### config.mk
export PLATFORM = sky130hd
export DESIGN_NAME = operand_route_pipe
export DESIGN_NICKNAME = d
export VERILOG_FILES = /design/src/rtl/operand_route_pipe.sv
export SDC_FILE = /design/constraint.sdc
export NUM_CORES = 1
export LEC_CHECK = 0
export CAP_MARGIN = 20
export CORE_MARGIN = 2
export CORE_UTILIZATION = 42
export DETAILED_ROUTE_END_ITERATION = 8
export MAX_ROUTING_LAYER = met4
export PLACE_DENSITY = 0.81
export SETUP_SLACK_MARGIN = 0.3
export SKIP_LAST_GASP = 1
export SLEW_MARGIN = 10
export SYNTH_ARGS = -nofsm -noshare
export SYNTH_HDL_FRONTEND = slang
export SYNTH_SLANG_ARGS = --single-unit
### constraint.sdc
create_clock -name clk -period 3.6 [get_ports clk]
set_input_delay 0.36 -clock clk [delete_from_list [all_inputs] [get_ports clk]]
set_output_delay 0.36 -clock clk [all_outputs]
set_load 0.02 [all_outputs]
### src/rtl/operand_route_pipe.sv
// Registered operand router: picks ALU operands A/B from the register file (with
// write-back forwarding) into a valid/ready stage, and registers the ALU result as a one-hot write.
module operand_route_pipe #(
    parameter int WORD_SIZE = 8,
    parameter int NUM_SRC   = 8,
    parameter int SEL_W     = 4
) (
    input  logic                         clk,
    input  logic                         reset,
    input  logic [NUM_SRC*WORD_SIZE-1:0] src_bus,
    input  logic [WORD_SIZE-1:0]         imm,
    input  logic                         in_valid,
    output logic                         in_ready,
    input  logic [SEL_W-1:0]             sel_a,
    input  logic [SEL_W-1:0]             sel_b,
    input  logic [SEL_W-1:0]             dest_sel,
    output logic                         op_valid,
    input  logic                         op_ready,
    output logic [WORD_SIZE-1:0]         op_a,
    output logic [WORD_SIZE-1:0]         op_b,
    output logic [SEL_W-1:0]             op_dest,
    input  logic                         wb_valid,
    input  logic [WORD_SIZE-1:0]         wb_value,
    input  logic [SEL_W-1:0]             wb_dest,
    output logic [WORD_SIZE-1:0]         wb_data,
    output logic [NUM_SRC-1:0]           wb_en,
    output logic [7:0]                   err_cnt
);

    if (NUM_SRC < 2 || NUM_SRC > 16) begin : g_bad_num_src
        $error("operand_route_pipe: NUM_SRC must be in 2..16");
    end
    if ((1 << SEL_W) < NUM_SRC + 1) begin : g_bad_sel_w
        $error("operand_route_pipe: SEL_W too narrow to encode NUM_SRC+1 selections");
    end

    // Selector code NUM_SRC means "immediate" for B; anything above it is illegal.
    localparam logic [SEL_W-1:0] SRC_LIMIT = SEL_W'(NUM_SRC);

    logic                 capture;
    logic                 a_legal;
    logic                 b_legal;
    logic                 b_is_imm;
    logic                 wb_dest_legal;
    logic                 wb_legal;
    logic                 issue_err;
    logic                 wb_err;
    logic [WORD_SIZE-1:0] a_src;
    logic [WORD_SIZE-1:0] b_src;
    logic [WORD_SIZE-1:0] a_next;
    logic [WORD_SIZE-1:0] b_next;
    logic [1:0]           err_inc;
    logic [8:0]           err_sum;
    logic [7:0]           err_next;
    logic [NUM_SRC-1:0]   wb_onehot;

    assign in_ready = !op_valid || op_ready;
    assign capture  = in_valid && in_ready;

    assign a_legal       = sel_a < SRC_LIMIT;
    assign b_legal       = sel_b < SRC_LIMIT;
    assign b_is_imm      = sel_b == SRC_LIMIT;
    assign wb_dest_legal = wb_dest < SRC_LIMIT;
    assign wb_legal      = wb_valid && wb_dest_legal;

    // NOTE: every output of an always_comb gets a default before any conditional
    // assignment, so no path leaves it unassigned and no latch is inferred.
    always_comb begin
        a_src = '0;
        b_src = '0;
        for (int i = 0; i < NUM_SRC; i++) begin
            if (sel_a == SEL_W'(i)) a_src = src_bus[i*WORD_SIZE +: WORD_SIZE];
            if (sel_b == SEL_W'(i)) b_src = src_bus[i*WORD_SIZE +: WORD_SIZE];
        end
    end

    // A result being written back this cycle is newer than the register file copy.
    always_comb begin
        a_next = '0;
        if (a_legal) begin
            a_next = (wb_legal && wb_dest == sel_a) ? wb_value : a_src;
        end
    end

    always_comb begin
        b_next = '0;
        if (b_is_imm) begin
            b_next = imm;
        end else if (b_legal) begin
            b_next = (wb_legal && wb_dest == sel_b) ? wb_value : b_src;
        end
    end

    assign issue_err = capture && (!a_legal || !(b_legal || b_is_imm));
    assign wb_err    = wb_valid && !wb_dest_legal;
    assign err_inc   = {1'b0, issue_err} + {1'b0, wb_err};
    assign err_sum   = {1'b0, err_cnt} + {7'b0, err_inc};
    assign err_next  = err_sum[8] ? 8'hFF : err_sum[7:0];

    assign wb_onehot = {{(NUM_SRC-1){1'b0}}, 1'b1} << wb_dest;

    // NOTE: state registers use non-blocking assignments so every flop samples
    // the pre-edge values and the block order cannot create false dependencies.
    always_ff @(posedge clk) begin
        if (reset) begin
            op_valid <= 1'b0;
            op_a     <= '0;
            op_b     <= '0;
            op_dest  <= '0;
        end else if (capture) begin
            op_valid <= 1'b1;
            op_a     <= a_next;
            op_b     <= b_next;
            op_dest  <= dest_sel;
        end else if (op_ready) begin
            op_valid <= 1'b0;
        end
    end

    always_ff @(posedge clk) begin
        if (reset) begin
            wb_en   <= '0;
            wb_data <= '0;
        end else begin
            wb_en <= wb_legal ? wb_onehot : '0;
            if (wb_legal) wb_data <= wb_value;
        end
    end

    always_ff @(posedge clk) begin
        if (reset) err_cnt <= '0;
        else       err_cnt <= err_next;
    end

endmodule
After elaboration in Yosys (flattened, before gate mapping):

Index checks and enable logic that the tools add are counted.

* input bits: 101
* register bits: 45

* magnitude comparators: 3
* mux-type cells: 24
* shifts and indexed selects: 1
* bitwise logic cells: 1
* equality and inequality tests: 17
* reduce and logical (&&, ||, !) cells: 17
* $add $sub $neg: 2

Operators by type and width (count)
* 2-to-1 mux 8 bit: 22
* == test 4 x 3 -> 1 bit (second input constant): 8
* == test 4 x 2 -> 1 bit (second input constant): 4
* less-than comparator 4 bit (second input constant): 3
* adder 8 x 2 -> 9 bit: 1
* == test 4 x 1 -> 1 bit (second input constant): 2
* == test 4 bit: 2
* logical NOT 4 bit: 2
* left shift 1 x 4 -> 8 bit (first input constant): 1
* logical AND 1 bit: 6
* == test 4 bit (second input constant): 1
* logical NOT 1 bit: 4
* logical OR 1 bit: 3
* adder 1 x 1 -> 2 bit: 1
* 2-to-1 mux 1 bit: 2
* nonzero test 2 bit: 1
* OR reduction 2 bit: 1
* inverter 1 bit: 1

Depth between registers and ports, before layout:

* word-level depth: 12
* gate-level depth with buffers: 12
* gate-level depth less buffers: 10

Least setup slack after synthesis:

No wires, ideal clock.

* path type: flip-flop to flip-flop
* from: register op_valid
* to: register err_cnt[5]
* buffers on the path: 2
* cell stages (with the launch flop): 11
* slack: 0.628 ns
* clock period less this slack: 2.972 ns
* arrival: 2.901 ns
* library setup time: 0.070 ns
* data required time: 3.530 ns
* cells stage by stage: dfxtp_1 -> nand2b_1 -> nand2_1 -> clkbuf_1 -> clkbuf_1 -> nor2_1 -> fa_1 -> and3_1 -> and4_1 -> or2_2 -> a21oi_1

* cells in the longest elaborated chain, start to end: 7

Ends and longest elaborated chain
* start: declaration: line 17 `output logic op_valid,`
* start signal: assignment: line 106 `op_valid <= 1'b0;`
* start signal: assignment: line 111 `op_valid <= 1'b1;`
* start signal: assignment: line 116 `op_valid <= 1'b0;`
* logical NOT 1 bit: line 57 `assign in_ready = !op_valid || op_ready;`
* logical OR 1 bit: line 57
* named net in_ready: line 13 `output logic in_ready,`
* logical AND 1 bit: line 58 `assign capture = in_valid && in_ready;`
* logical AND 1 bit: line 94 `assign issue_err = capture && (!a_legal || !(b_legal || b_is_imm));`
* adder 1 x 1 -> 2 bit: line 96 `assign err_inc = {1'b0, issue_err} + {1'b0, wb_err};`
* adder 8 x 2 -> 9 bit: line 97 `assign err_sum = {1'b0, err_cnt} + {7'b0, err_inc};`
* 2-to-1 mux 8 bit: line 98 `assign err_next = err_sum[8] ? 8'hFF : err_sum[7:0];`
* end signal: assignment: line 132 `else err_cnt <= err_next;`
* end: declaration: line 27 `output logic [7:0] err_cnt`

The timed path passes the listed nets, and every way through them passes these cells.
A chain may end at the register's enable or synchronous reset.

Final worst setup path:

* from: input sel_b[1]
* to: register err_cnt[5]

* cells in the longest elaborated chain, start to end: 8
* elaborated cells between the ends (all ways): 9
* those cells by class: add/sub (2); order compare (1); eq/ne (1); mux (1); reduce/logical (4)

Ends and longest elaborated chain
* start: declaration: line 15 `input logic [SEL_W-1:0] sel_b,`
* less-than comparator 4 bit or == test 4 bit (tied branches): line 61, 62
* logical OR 1 bit *: line 94
* logical NOT 1 bit *: line 94
* logical OR 1 bit *: line 94
* logical AND 1 bit *: line 94
* adder 1 x 1 -> 2 bit *: line 96
* adder 8 x 2 -> 9 bit *: line 97
* 2-to-1 mux 8 bit *: line 98

Every way passes the cells marked *; elsewhere a longest branch is shown, timed or not.

==> impl_metrics.py <==
metrics = {
    "floorplanning": {
        "die_y_um": 91.5,
        "row_count": 31,
        "start_util": 0.439,
        "die_width_um": 91.5,
        "die_area_um2": 8380,
        "num_io_pins": 147,
        "coreArea_um2": 7330,
    },
    "worst_setup_path": {
        "slowest_delay_ns": 0.46,
        "cp.arrival_ns": 3.04,
        "start_kind": "input port",
        "crit_family": "simple AND/OR/NAND/NOR gates",
        "criticalPathCategory": "input port to register",
        "crit_slowest_cell": "fa_1",
        "worstPathMaxFanout": 5,
        "worstPathCellList": "clkdlybuf4s50_1 -> nor2_1 -> nand2_1 -> a21oi_1 -> nor2_1 -> fa_1 -> and3_1 -> and4_1 -> or2_2 -> a21oi_1",
        "crit_buf_inv": 1,
        "worstSetupEndpointType": "register",
        "crit_required_ns": 3.81,
    },
    "route": {
        "dr_wl_met2_um": 5990,
        "drt_iter0_drc": 279,
        "routed-via-count": 3911,
        "remaining_drc_errors": 0,
        "drt_wl_total_um": 12200,
        "wl_met3_um": 927,
        "wl_met1_um": 5100,
        "wl_per_cell_um": 18.9,
        "dr.pass1.iters": 5,
        "vias_per_cell": 6.04,
        "top_layer_used": "met4",
        "postRouteAntennaNets": 0,
    },
    "placement": {
        "hpwl_um": 9420,
        "place.gp.congestion": 0.953,
        "io_buffers": 146,
        "dpl_worst_slack_ns": 0.495,
    },
    "sta": {
        "final-max-slew-violation-count": 0,
        "whs_ns": 0.461,
        "final_hold_viol_count": 0,
        "relSlewSlack": 0.411,
        "report.final.setup_viol": 0,
        "setup_ws_ns": 0.775,
        "finalCriticalPeriod_ns": 2.83,
        "rsz0062_at_grt": "false",
        "fin_crit_sh": 0.785,
        "fmax_ghz": 0.354,
        "worst_pin_slew_ns": 0.882,
        "setup_tns_ns": 0,
        "fin_worst_skew_ns": 0.00427,
    },
    "logic_synthesis": {
        "netlist-cell-type-count": 55,
        "avgSynthCellArea_um2": 7.75,
        "synth_xor_area_frac": 0.0245,
        "synth_compound_area_frac": 0.314,
        "syn_area_um2": 3220,
        "synth_top_area_frac": 0.280,
        "yosys_most_used_dff": "dfxtp_1",
        "synth_most_common_cell": "nand2_1",
        "synth_area_leaders": "dfxtp_1 28%, mux2i_1 7.2%, a21oi_1 6.8%",
        "yosysWarnings": 0,
        "synth.area.mux_share": 0.0855,
        "synthSimpleGateAreaFrac": 0.235,
        "syn-num-nets": 517,
        "synth-seq-cells": 45,
        "synth.top_cells.by_count": "56 x nand2_1, 45 x dfxtp_1, 44 x a21oi_1",
        "synth_top_family_by_area": "compound AO/OA/AOI/OAI gates",
        "async_flop_share": 0,
        "synthCells": 415,
        "synth_largest_area_cell": "dfxtp_1",
        "yosysSeqAreaShare": 0.280,
        "synth_edf_count": 0,
        "synth_adder_area_share": 0.00622,
    },
    "clock_network": {
        "cts.sinks": 45,
        "cts_buffers": 5,
        "cts_max_level": 2,
        "hold_buffers": 0,
        "clk_pin_slew_ns": 0.08,
        "cts_tree": "built",
        "clk_latency_ns": 0.30,
        "cts_root_buf": "clkbuf_8",
        "cts_resized": 0,
        "cts_setup_buffers": 0,
        "cts_max_path_buffers": 2,
    },
    "pwr": {
        "total_power_mw": 1.39,
        "power.density_nw_per_um2": 286,
        "p_leak_nw": 1.73,
        "ir_worst_vdd_v": 0.000215,
    },
    "global_route": {
        "first_global_vias": 3827,
        "overflow": 0,
        "antenna_found_initial": 0,
        "grt_pass1_wl_um": 19400,
        "grt_max_degree": 35,
        "groute.usage.overall": 0.291,
    },
    "status": {
        "outcome": "finished clean",
    },
    "final_layout": {
        "finalNetCount": 649,
        "diodes": 0,
        "drive_above_1_share": 0.0529,
        "area_growth_pct": 50.9,
        "fillers": 621,
    },
    "flow_run": {
        "cap_viol_max_count": 0,
    },
    "min_path": {
        "hp-class": "register to register",
    },
}
[worst reg2reg max path, delay by kind of cell (launching register included)]
kind / cells / cell delay (ns)
AOI/OAI and AO/OA: 1 / 0.15
DFF: 1 / 0.35
and+or+nand+nor: 6 / 1.20
adders and majority gates: 1 / 0.46
[registers in the layout, indices dropped and copies added, names as in the netlist]
signal	flops
wb_en	8
op_valid	1
err_cnt	8
wb_data	8
op_a	8
op_b	8
op_dest	4
[final cells by class]
class / count / area, µm² / share of cell area
inverters: 4 / 15.0 / 0.00309
clock inverters: 1 / 30.0 / 0.00618
well taps: 99 / 124 / 0.0255
multi-input cells: 332 / 2140 / 0.441
flip-flops and latches: 45 / 901 / 0.186
repair buffers: 159 / 1560 / 0.321
clock buffers: 7 / 86.3 / 0.0178
[final timing paths]
path                                 start          to  slack, ns  cells after the start
worst max-delay path              sel_b[1]  err_cnt[5]       0.77                     10
worst min-delay path            wb_data[4]  wb_data[4]       0.46                      2
worst max register to register    op_valid  err_cnt[5]       1.37                      8
worst min register to register  wb_data[4]  wb_data[4]       0.46                      2
[placed cells by master (no fill, tap or decap), types with 6 or more instances in the layout]
cell type,n
clkdlybuf4s50_1,146
nand2_1,56
dfxtp_1,45
a21oi_1,44
nor2_1,37
mux2i_1,23
o21ai_0,15
a221oi_1,13
a31oi_1,13
buf_4,13
o221ai_1,12
and2_1,9
nor2b_1,9
xnor2_1,8
a311oi_1,8
nand2b_1,7
a22oi_1,7
o2bb2ai_1,6
clkbuf_8,6
[layer usage]
layer	vias to the layer above	GRT usage
li1	1837	-
met1	1832	0.376
met2	212	0.484
met3	30	0.0448
met4	0	0.0581
met5	-	-
[kinds of logic (layout without fill, tap and decap cells)]
logic type,Yosys count,in the layout
multiplexers,25,25
AND/OR/NAND/NOR,150,150
flip-flops,45,45
AO/OA/AOI/OAI,147,147
adder cells (fa/ha/maj),1,1
XOR/XNOR,9,9
buffers and inverters,38,171
[power by group]
group / leakage (nW) / internal [mW] / total (mW) / switching, mW
combinational: 1.31 / 0.230 / 0.454 / 0.225
sequential: 0.367 / 0.521 / 0.536 / 0.0159
clock: 0.0585 / 0.226 / 0.398 / 0.171
total: 1.73 / 0.976 / 1.39 / 0.412
[through the flow]
step / cells / cell area (µm²) / util
after global placement: 639 / 4740 / 0.647
after CTS: 647 / 4860 / 0.662
after global routing: 647 / 4860 / 0.662
after detailed placement: 639 / 4740 / 0.647
after floorplan: 415 / 3220 / -
final: 647 / 4860 / 0.662
Power figures use the tool's default switching activity.
